## src/rtl/ps2_pkg.sv

```systemverilog
// Shared definitions for the PS/2 keyboard receive path.
package ps2_pkg;

  // Start + 8 data + parity + stop.
  localparam int FRAME_BITS = 11;

  // Break prefix; the display stage uses it to tell key releases from presses.
  localparam logic [7:0] PS2_BREAK = 8'hF0;

  typedef enum logic [1:0] {
    IDLE = 2'd0,
    RECV = 2'd1,
    DONE = 2'd2
  } ps2_state_e;

endpackage

```

## src/rtl/ps2_fifo.sv

```systemverilog
// Synchronous byte FIFO for received scan codes. Depth is 2**FIFO_AW.
// A push into a full FIFO is dropped even if a pop happens in the same cycle,
// because fullness is judged on the occupancy before the pop.
import ps2_pkg::*;

module ps2_fifo #(
  parameter int FIFO_AW = 3
) (
  input  logic               clk,
  input  logic               rst,
  input  logic               push_i,
  input  logic [7:0]         wdata_i,
  input  logic               pop_i,
  output logic [7:0]         rdata_o,
  output logic               full_o,
  output logic               empty_o,
  output logic [FIFO_AW:0]   count_o
);

  localparam int DEPTH = 1 << FIFO_AW;

  logic [7:0]         mem_q [DEPTH];
  logic [FIFO_AW-1:0] wr_ptr_q, wr_ptr_d;
  logic [FIFO_AW-1:0] rd_ptr_q, rd_ptr_d;
  logic [FIFO_AW:0]   count_q, count_d;
  logic               push_ok, pop_ok;

  assign full_o  = (count_q == (FIFO_AW+1)'(DEPTH));
  assign empty_o = (count_q == '0);
  assign count_o = count_q;
  assign rdata_o = mem_q[rd_ptr_q];

  assign push_ok = push_i & ~full_o;
  assign pop_ok  = pop_i & ~empty_o;

  // Pointer and occupancy next-state; pointers wrap naturally at DEPTH.
  always_comb begin
    wr_ptr_d = wr_ptr_q;
    rd_ptr_d = rd_ptr_q;
    count_d  = count_q;
    if (push_ok) wr_ptr_d = wr_ptr_q + 1'b1;
    if (pop_ok)  rd_ptr_d = rd_ptr_q + 1'b1;
    count_d = count_q + (FIFO_AW+1)'(push_ok) - (FIFO_AW+1)'(pop_ok);
  end

  // Storage array; contents need no reset since pointers define validity.
  always_ff @(posedge clk) begin
    if (push_ok) mem_q[wr_ptr_q] <= wdata_i;
  end

  // Pointer and count registers.
  always_ff @(posedge clk or negedge rst) begin
    if (!rst) begin
      wr_ptr_q <= '0;
      rd_ptr_q <= '0;
      count_q  <= '0;
    end else begin
      wr_ptr_q <= wr_ptr_d;
      rd_ptr_q <= rd_ptr_d;
      count_q  <= count_d;
    end
  end

endmodule

```

## src/rtl/ps2_receiver.sv

```systemverilog
// PS/2 device-to-host receiver: pin synchronisers, 11-bit frame deframer,
// byte FIFO and a paced pop interface toward the display/decode stage.
// Build option: define PS2_PARITY_CHECK_EN to reject frames with bad parity;
// otherwise only the stop bit qualifies a frame.
//
// state | meaning
// IDLE  | waiting for a falling PS/2 clock edge with data low (start bit)
// RECV  | shifting data/parity/stop bits, timeout armed between edges
// DONE  | one cycle: validate frame, push byte or flag error/overflow
import ps2_pkg::*;

module ps2_receiver #(
  parameter int FIFO_AW     = 3,
  parameter int TIMEOUT_CYC = 100000
) (
  input  logic             clk,
  input  logic             rst,
  input  logic             ps2_clk,
  input  logic             ps2_data,
  input  logic             ps2dis_ready,
  input  logic             clr_err,
  output logic [7:0]       ps2dis_data,
  output logic             ps2dis_recFlag,
  output logic             frame_err,
  output logic             overflow,
  output logic [FIFO_AW:0] fifo_count
);

  localparam int TW = $clog2(TIMEOUT_CYC + 1);
  localparam logic [TW-1:0] TIMER_LOAD = TW'(TIMEOUT_CYC - 1);
  localparam logic [3:0] LAST_BIT = 4'(FRAME_BITS - 1);

`ifdef PS2_PARITY_CHECK_EN
  localparam logic PARITY_EN = 1'b1;
`else
  localparam logic PARITY_EN = 1'b0;
`endif

  logic [2:0]   clk_s_q, data_s_q;
  ps2_state_e   state_q, state_d;
  logic [3:0]   bit_cnt_q, bit_cnt_d;
  logic [9:0]   shift_q, shift_d;
  logic [TW-1:0] timer_q, timer_d;
  logic [7:0]   data_q;
  logic         recflag_q;
  logic         frame_err_q, frame_err_d;
  logic         overflow_q;

  logic         fall, data_bit;
  logic         frame_ok, parity_ok;
  logic         push, pop, ovf_set;
  logic         fifo_full, fifo_empty;
  logic [7:0]   fifo_rdata;

  assign fall      = clk_s_q[2] & ~clk_s_q[1];
  assign data_bit  = data_s_q[1];
  // After ten shifts: [7:0] data, [8] parity, [9] stop.
  assign parity_ok = ^shift_q[8:0];
  assign frame_ok  = shift_q[9] & (parity_ok | ~PARITY_EN);

  // Pop pacing: never on two consecutive cycles, so every pulse is isolated.
  assign pop = ~fifo_empty & ps2dis_ready & ~recflag_q;

  assign ps2dis_recFlag = pop;
  assign ps2dis_data    = pop ? fifo_rdata : data_q;
  assign frame_err      = frame_err_q;
  assign overflow       = overflow_q;

  // Three-flop synchronisers on both raw pins; idle level is high.
  always_ff @(posedge clk or negedge rst) begin
    if (!rst) begin
      clk_s_q  <= 3'b111;
      data_s_q <= 3'b111;
    end else begin
      clk_s_q  <= {clk_s_q[1:0], ps2_clk};
      data_s_q <= {data_s_q[1:0], ps2_data};
    end
  end

  // Deframer next-state, timeout down-counter and DONE-cycle decisions.
  always_comb begin
    state_d     = state_q;
    bit_cnt_d   = bit_cnt_q;
    shift_d     = shift_q;
    timer_d     = timer_q;
    push        = 1'b0;
    ovf_set     = 1'b0;
    frame_err_d = 1'b0;
    unique case (state_q)
      IDLE: begin
        if (fall && !data_bit) begin
          shift_d   = '0;
          bit_cnt_d = 4'd1;
          timer_d   = TIMER_LOAD;
          state_d   = RECV;
        end
      end
      RECV: begin
        if (fall) begin
          shift_d   = {data_bit, shift_q[9:1]};
          bit_cnt_d = bit_cnt_q + 4'd1;
          timer_d   = TIMER_LOAD;
          if (bit_cnt_q == LAST_BIT) state_d = DONE;
        end else if (timer_q == '0) begin
          frame_err_d = 1'b1;
          state_d     = IDLE;
        end else begin
          timer_d = timer_q - 1'b1;
        end
      end
      DONE: begin
        state_d = IDLE;
        if (!frame_ok)      frame_err_d = 1'b1;
        else if (fifo_full) ovf_set     = 1'b1;
        else                push        = 1'b1;
      end
      default: state_d = IDLE;
    endcase
  end

  // Deframer state registers.
  always_ff @(posedge clk or negedge rst) begin
    if (!rst) begin
      state_q   <= IDLE;
      bit_cnt_q <= '0;
      shift_q   <= '0;
      timer_q   <= '0;
    end else begin
      state_q   <= state_d;
      bit_cnt_q <= bit_cnt_d;
      shift_q   <= shift_d;
      timer_q   <= timer_d;
    end
  end

  // Output-side registers: held byte, pop history, error pulse, sticky overflow.
  always_ff @(posedge clk or negedge rst) begin
    if (!rst) begin
      data_q      <= 8'h00;
      recflag_q   <= 1'b0;
      frame_err_q <= 1'b0;
      overflow_q  <= 1'b0;
    end else begin
      if (pop) data_q <= fifo_rdata;
      recflag_q   <= pop;
      frame_err_q <= frame_err_d;
      if (ovf_set)      overflow_q <= 1'b1;
      else if (clr_err) overflow_q <= 1'b0;
    end
  end

  ps2_fifo #(.FIFO_AW(FIFO_AW)) u_fifo (
    .clk     (clk),
    .rst     (rst),
    .push_i  (push),
    .wdata_i (shift_q[7:0]),
    .pop_i   (pop),
    .rdata_o (fifo_rdata),
    .full_o  (fifo_full),
    .empty_o (fifo_empty),
    .count_o (fifo_count)
  );

endmodule
```

## config.mk

```make
export PLATFORM = sky130hd
export DESIGN_NAME = ps2_receiver
export DESIGN_NICKNAME = d
export VERILOG_FILES = /design/src/rtl/ps2_pkg.sv /design/src/rtl/ps2_fifo.sv /design/src/rtl/ps2_receiver.sv
export SDC_FILE = /design/constraint.sdc
export NUM_CORES = 1
export LEC_CHECK = 0
export CORE_MARGIN = 5
export CORE_UTILIZATION = 35
export DETAILED_ROUTE_END_ITERATION = 10
export SLEW_MARGIN = 20
export SYNTH_ARGS = -nofsm -noshare
export SYNTH_HDL_FRONTEND = slang
export SYNTH_SLANG_ARGS = --single-unit
```

## constraint.sdc

```tcl
create_clock -name clk -period 3.5 [get_ports clk]
set_input_delay 0.7 -clock clk [delete_from_list [all_inputs] [get_ports clk]]
set_output_delay 0.7 -clock clk [all_outputs]
set_load 0.01 [all_outputs]
```

==> results of run 1 <==
## cell usage after synthesis (all sizes together), types with 2 or more instances
library cell,instances
nand4,5
o21ai,8
mux2,2
nor2b,2
ha,15
inv,19
nand2,23
edfxtp,64
nand3b,2
a31o,2
xor2,3
mux4,16
dfrtp,54
a31oi,7
a21oi,14
a311oi,7
a22o,9
a211oi,4
nor4,11
mux2i,8
xnor2,3
or3,3
nor3,13
nand3,12
dfstp,5
and2,2
clkbuf,8
nand2b,7
buf,6
nor2,32
o211ai,7
a2bb2oi,3
o22ai,3
and4,2
or4,5
## per-stage QoR
| stage | cell area (um^2) | hold slack [ns] | utilization, % |
|---|---|---|---|
| floorplan | 5450 | 0.345 | - |
| global placement | 5900 | 0.345 | 38.6 |
| detailed placement | 5900 | 0.347 | 38.6 |
| CTS | 6520 | 0.227 | 42.7 |
| global route | 6520 | 0.278 | 42.7 |
| finish | 6520 | 0.230 | 42.7 |
## area by class of cell
| type | count | area share, % |
|---|---|---|
| Clock inverter | 15 | 3.05 |
| Tap cell | 211 | 4.05 |
| Inverter | 19 | 1.09 |
| Clock buffer | 17 | 6.52 |
| Sequential cell | 123 | 52.2 |
| Timing Repair Buffer | 26 | 3.68 |
| Multi-Input combinational cell | 242 | 29.4 |
## metal layers
metal / routed length (um) / track usage [%]
met5: 0 / 0
met4: 209 / 6.33
met3: 432 / 3.76
met2: 5260 / 21.2
met1: 4720 / 14.9
## power by group
part	total, mW	switching (mW)	internal [mW]	leakage, nW
registers	2.02	0.280	1.74	1.28
clock network	1.83	0.638	1.19	0.283
logic	1.24	0.641	0.595	0.801
total	5.08	1.56	3.52	2.37
## cell families (layout without fill, tap and decap cells)
group | Yosys count | in the layout | share of synthesized area, %
compound gates | 69 | 69 | 9.02
xor+xnor | 6 | 6 | 0.965
fa+ha+maj | 16 | 16 | 3.81
buf+inv | 33 | 77 | 2.37
flops | 123 | 123 | 62.5
mux | 26 | 26 | 8.50
simple gates | 125 | 125 | 12.9
## worst max-delay path, cell delays in order (launching register included)
cell and delay [ns]:
dfrtp_1 0.85, mux4_2 0.36, mux2i_1 0.09, a21oi_1 0.21, clkdlybuf4s50_1 0.56
## sequential cells by signal, indices dropped and copies added (netlist names), 3 cells and up
name,flops
u_fifo.mem_q,64
timer_q,17
shift_q,10
data_q,8
bit_cnt_q,4
u_fifo.count_o,4
clk_s_q,3
u_fifo.rd_ptr_q,3
u_fifo.wr_ptr_q,3
## path summary, 6_finish.rpt
path	start	end	slack, ns	depth (start not counted)
hold / removal	rst	u_fifo.wr_ptr_q[0]$_DFFE_PN0N_	0.23	1
setup / recovery	u_fifo.rd_ptr_q[1]$_DFFE_PN0P_	ps2dis_data[2]	0.31	4
max in group asynchronous	rst	clk_s_q[0]$_DFF_PN1_	2.36	2
min in group clk	data_s_q[0]$_DFF_PN1_	data_s_q[1]$_DFF_PN1_	0.35	0
setup reg to reg	state_q[0]$_DFFE_PN0P_	u_fifo.mem_q[4][5]$_DFFE_PP_	1.00	6
hold reg to reg	data_s_q[0]$_DFF_PN1_	data_s_q[1]$_DFF_PN1_	0.35	0
==> flow_summary.toml, run 1 <==
[sta]
finalSetupTns_ns = 0
slew_headroom_pct = 41.4
layout_min_cycle_time_ns = 3.19
fin_skew_ns = 0.00974
fmax_mhz = 313
grt_setup_unrepaired = "no"
final-max-slew-violation-count = 0
setup_violations = 0
min_period_over_period_pct = 91.3
worst_slack_ns = 0.306
hold_violations = 0
worst_slew_pin_slew_ns = 0.872

[critical_path]
worstPathRequired_ns = 2.80
end_kind = "output pin"
critPathMaxFanout = 18
cp-start-kind = "register"
critical_path_arrival_ns = 2.49
path_class = "reg2out"

[logic_synthesis]
ys_seq_elements = 123
synth_top_cell_area_share_pct = 35.3
syn_inst = 398
avgSynthCellArea_um2 = 13.7
synth_cell_types = 57
yosys_most_used_dff = "edfxtp_1"
ys_warn_count = 0
yosysTopAreaCell = "edfxtp_1"
synth_area_leaders = "edfxtp_1 (35%), dfrtp_1 (25%), mux4_2 (6.6%), ha_1 (3.4%), dfstp_2 (2.4%)"
synth_edf_count = 64
synthesis.nets = 420
ys_async_sr_fraction_pct = 48.0
netlist_area_mm2 = 0.00545
ys_seq_area_share_pct = 62.5

[run]
maxCapViolCount = 0

[final_layout]
multi_input_area_mm2 = 0.00192
antenna_cells = 0
instances_no_fill = 653
drive_gt1_share_pct = 17.2
final_cell_mix = "edfxtp_1 (64), dfrtp_1 (54), nor2_1 (32), nand2_1 (23), clkdlybuf4s50_1 (19)"
regArea_mm2 = 0.00340
layout.cells.most_common = "edfxtp_1"
area_delta_synth_final_pct = 19.7
nNetsFinal = 451
nFillCells = 1376

[route]
drt_wl_total_mm = 10.6
wl_per_cell_um = 16.3
drc = 0
vias_per_cell = 5.16
antenna_left = 0
detail_route.iter0.violations = 220
firstDrtPassIters = 4
vias = 3368

[hold_path]
hp-class = "in2async"

[power]
ir_worst_vdd_mv = 0.352
p_leak_nw = 2.37
powerDensity_mw_per_mm2 = 779
total_power_mw = 5.08

[floorplanning]
start_util_pct = 35.7
core_mm2 = 0.0153
die_area_mm2 = 0.0182
die_h_um = 135
die_w_um = 135
rows = 45
ios = 21

[grt]
grt_pass1_vias = 3554
grt_max_degree = 40
antenna_found_initial = 0
grt_usage_pct = 12.7
gr-total-overflow = 0
grt_pass1_wl_mm = 18.1

[status]
status = "finished, final reports clean"

[clocking]
clk_latency_ns = 0.42
cts-buffers-inserted = 17
cts_resized = 0
cts_setup_buffers = 0
path_clk_slew_ns = 0.06
cts_root_buf = "clkbuf_16"
clockBufferDepth = 2
cts.sinks = 123
htree_levels = 4
tritoncts = "yes"
ctsHoldBuffers = 0

[placed_design]
dp_cells = 621
gp_congestion = 0.825
portBuffers = 20
hpwl_mm = 7.27
dp_slack_ns = 0.409
(Power assumes the default switching activity.)
==> run 2: changes to the inputs <==
- CORE_UTILIZATION: 35 -> 60
- PLACE_DENSITY: not set -> 0.78
- clock period: 3.5 -> 4.1 ns (I/O delays scaled with it)
==> flow_summary.toml, run 2 (synthesis gave the netlist of run 1 again) <==
[clocking]
ctsHoldBuffers = 0
cts_setup_buffers = 0
path_clk_slew_ns = 0.06
cts_resized = 0
htree_levels = 4
tritoncts = "yes"
cts_root_buf = "clkbuf_8"
clockBufferDepth = 2
clk_latency_ns = 0.51
cts-buffers-inserted = 17
cts.sinks = 123

[floorplanning]
core_mm2 = 0.00881
die_area_mm2 = 0.0111
die_h_um = 105
rows = 34
start_util_pct = 61.9
die_w_um = 105
ios = 21

[sta]
layout_min_cycle_time_ns = 3.50
worst_slew_pin_slew_ns = 1.11
finalSetupTns_ns = 0
grt_setup_unrepaired = "no"
slew_headroom_pct = 26.2
hold_violations = 0
min_period_over_period_pct = 85.3
setup_violations = 0
fin_skew_ns = 0.00803
final-max-slew-violation-count = 0
fmax_mhz = 286

[grt]
gr-total-overflow = 0
antenna_found_initial = 0
grt_pass1_wl_mm = 18.9
grt_usage_pct = 22.1
grt_pass1_vias = 3627
grt_max_degree = 38

[critical_path]
path_class = "reg2out"
cp_cell_sequence = "mux4_2, mux2i_1, a21oi_1, clkdlybuf4s50_1"
critPathMaxFanout = 18
cp_top_family = "flip-flops"
cp-start-kind = "register"
slowest_delay_ns = 0.90
critical_path_arrival_ns = 2.68
worstPathRequired_ns = 3.28
cp_num_buf_inv = 1
end_kind = "output pin"
crit_slowest_cell = "dfrtp_1"

[route]
firstDrtPassIters = 5
antenna_left = 0
drc = 0
vias_per_cell = 6.38
drt_wl_total_mm = 11.3
vias = 3501
wl_per_cell_um = 20.7
detail_route.iter0.violations = 342

[placed_design]
hpwl_mm = 7.00
portBuffers = 20
gp_congestion = 0.957

[final_layout]
antenna_cells = 0
multi_input_area_mm2 = 0.00192
nFillCells = 554
layout.cells.most_common = "edfxtp_1"
drive_gt1_share_pct = 17.2
final_cell_mix = "edfxtp_1 (64), dfrtp_1 (54), nor2_1 (32), nand2_1 (23), clkdlybuf4s50_1 (19)"
largest_reg_flops = 64
area_delta_synth_final_pct = 16.9
regArea_mm2 = 0.00340
largest-register = "u_fifo.mem_q"
nNetsFinal = 450
reg_top3 = "u_fifo.mem_q x64, timer_q x17, shift_q x10"

[power]
p_leak_nw = 2.36
p_comb_share_pct = 24.6
p_int_mw = 2.98
switching_share_pct = 31.3
clockPowerShare_pct = 35.4
total_power_mw = 4.33
ir_worst_vdd_mv = 0.340
netSwitchingPower_mw = 1.36
powerDensity_mw_per_mm2 = 680
pwr-share-seq_pct = 40.0

[run]
maxCapViolCount = 0

[hold_path]
hp-class = "reg2reg"

[status]
status = "finished, final reports clean"
-- run 2: cell types whose count changed in the layout (fill, tap and decap cells not counted), sizes merged --
| cell | before | now |
|---|---|---|
| buf | 7 | 6 |
| clkinvlp | 6 | 5 |
| inv | 20 | 21 |
-- run 2: final timing paths --
path | start | end | slack (ns) | cells after the start
worst max-delay path | u_fifo.rd_ptr_q[1]$_DFFE_PN0P_ | ps2dis_data[0] | 0.60 | 4
worst min-delay path | data_s_q[0]$_DFF_PN1_ | data_s_q[1]$_DFF_PN1_ | 0.35 | 0
worst max register to register | state_q[0]$_DFFE_PN0P_ | u_fifo.mem_q[7][4]$_DFFE_PP_ | 1.57 | 6
worst min register to register | data_s_q[0]$_DFF_PN1_ | data_s_q[1]$_DFF_PN1_ | 0.35 | 0
max in group asynchronous | rst | timer_q[6]$_DFFE_PN0P_ | 2.88 | 2
min in group asynchronous | rst | u_fifo.count_o[1]$_DFF_PN0_ | 0.41 | 1
-- run 2: power by group through the flow --
stage | logic [mW] | registers [mW] | clock network, mW
finish | 1.07 | 1.73 | 1.53
global route | 1.18 | 1.76 | 1.62
CTS | 1.07 | 1.73 | 1.56
detailed placement | 1.05 | 1.74 | 0
global placement | 1.01 | 1.73 | 0
floorplan | 0.808 | 1.64 | 0
-- run 2: stage by stage --
step / area, um^2 / hold slack [ns] / cells / setup slack, ns / util [%]
floorplan: 5450 / 0.345 / 398 / 1.62 / -
global placement: 5760 / 0.346 / 517 / 0.836 / 65.4
detailed placement: 5760 / 0.347 / 517 / 0.767 / 65.4
CTS: 6370 / 0.356 / 549 / 0.570 / 72.4
global route: 6370 / 0.358 / 549 / 0.440 / 72.4
finish: 6370 / 0.355 / 549 / 0.604 / 72.4
-- run 2: worst reg2reg max path, stage by stage, from the launching register on --
cell     delay [ns]
dfrtp_1        0.41
inv_1          0.10
ha_1           0.18
nand2_1        0.11
a21oi_1        0.45
nand2_1        0.24
nor2_1         0.67
-- run 2: area by class of cell --
cell class,instances,share of cell area [%]
flip-flops and latches,123,53.4
multi-input cells,242,30.1
clock buffers,17,6.50
repair buffers,25,3.65
clock inverters,15,3.10
well taps,108,2.12
inverters,19,1.12
-- run 2: routing by layer --
| layer | up-vias | share of wire, % | global-route usage, % |
|---|---|---|---|
| met3 | 29 | 4.6 | 5.38 |
| met1 | 1744 | 41 | 26.9 |
| met5 | - | 0 | 0 |
| met4 | 0 | 2.3 | 9.65 |
| met2 | 136 | 52 | 37.8 |
| li1 | 1592 | - | - |
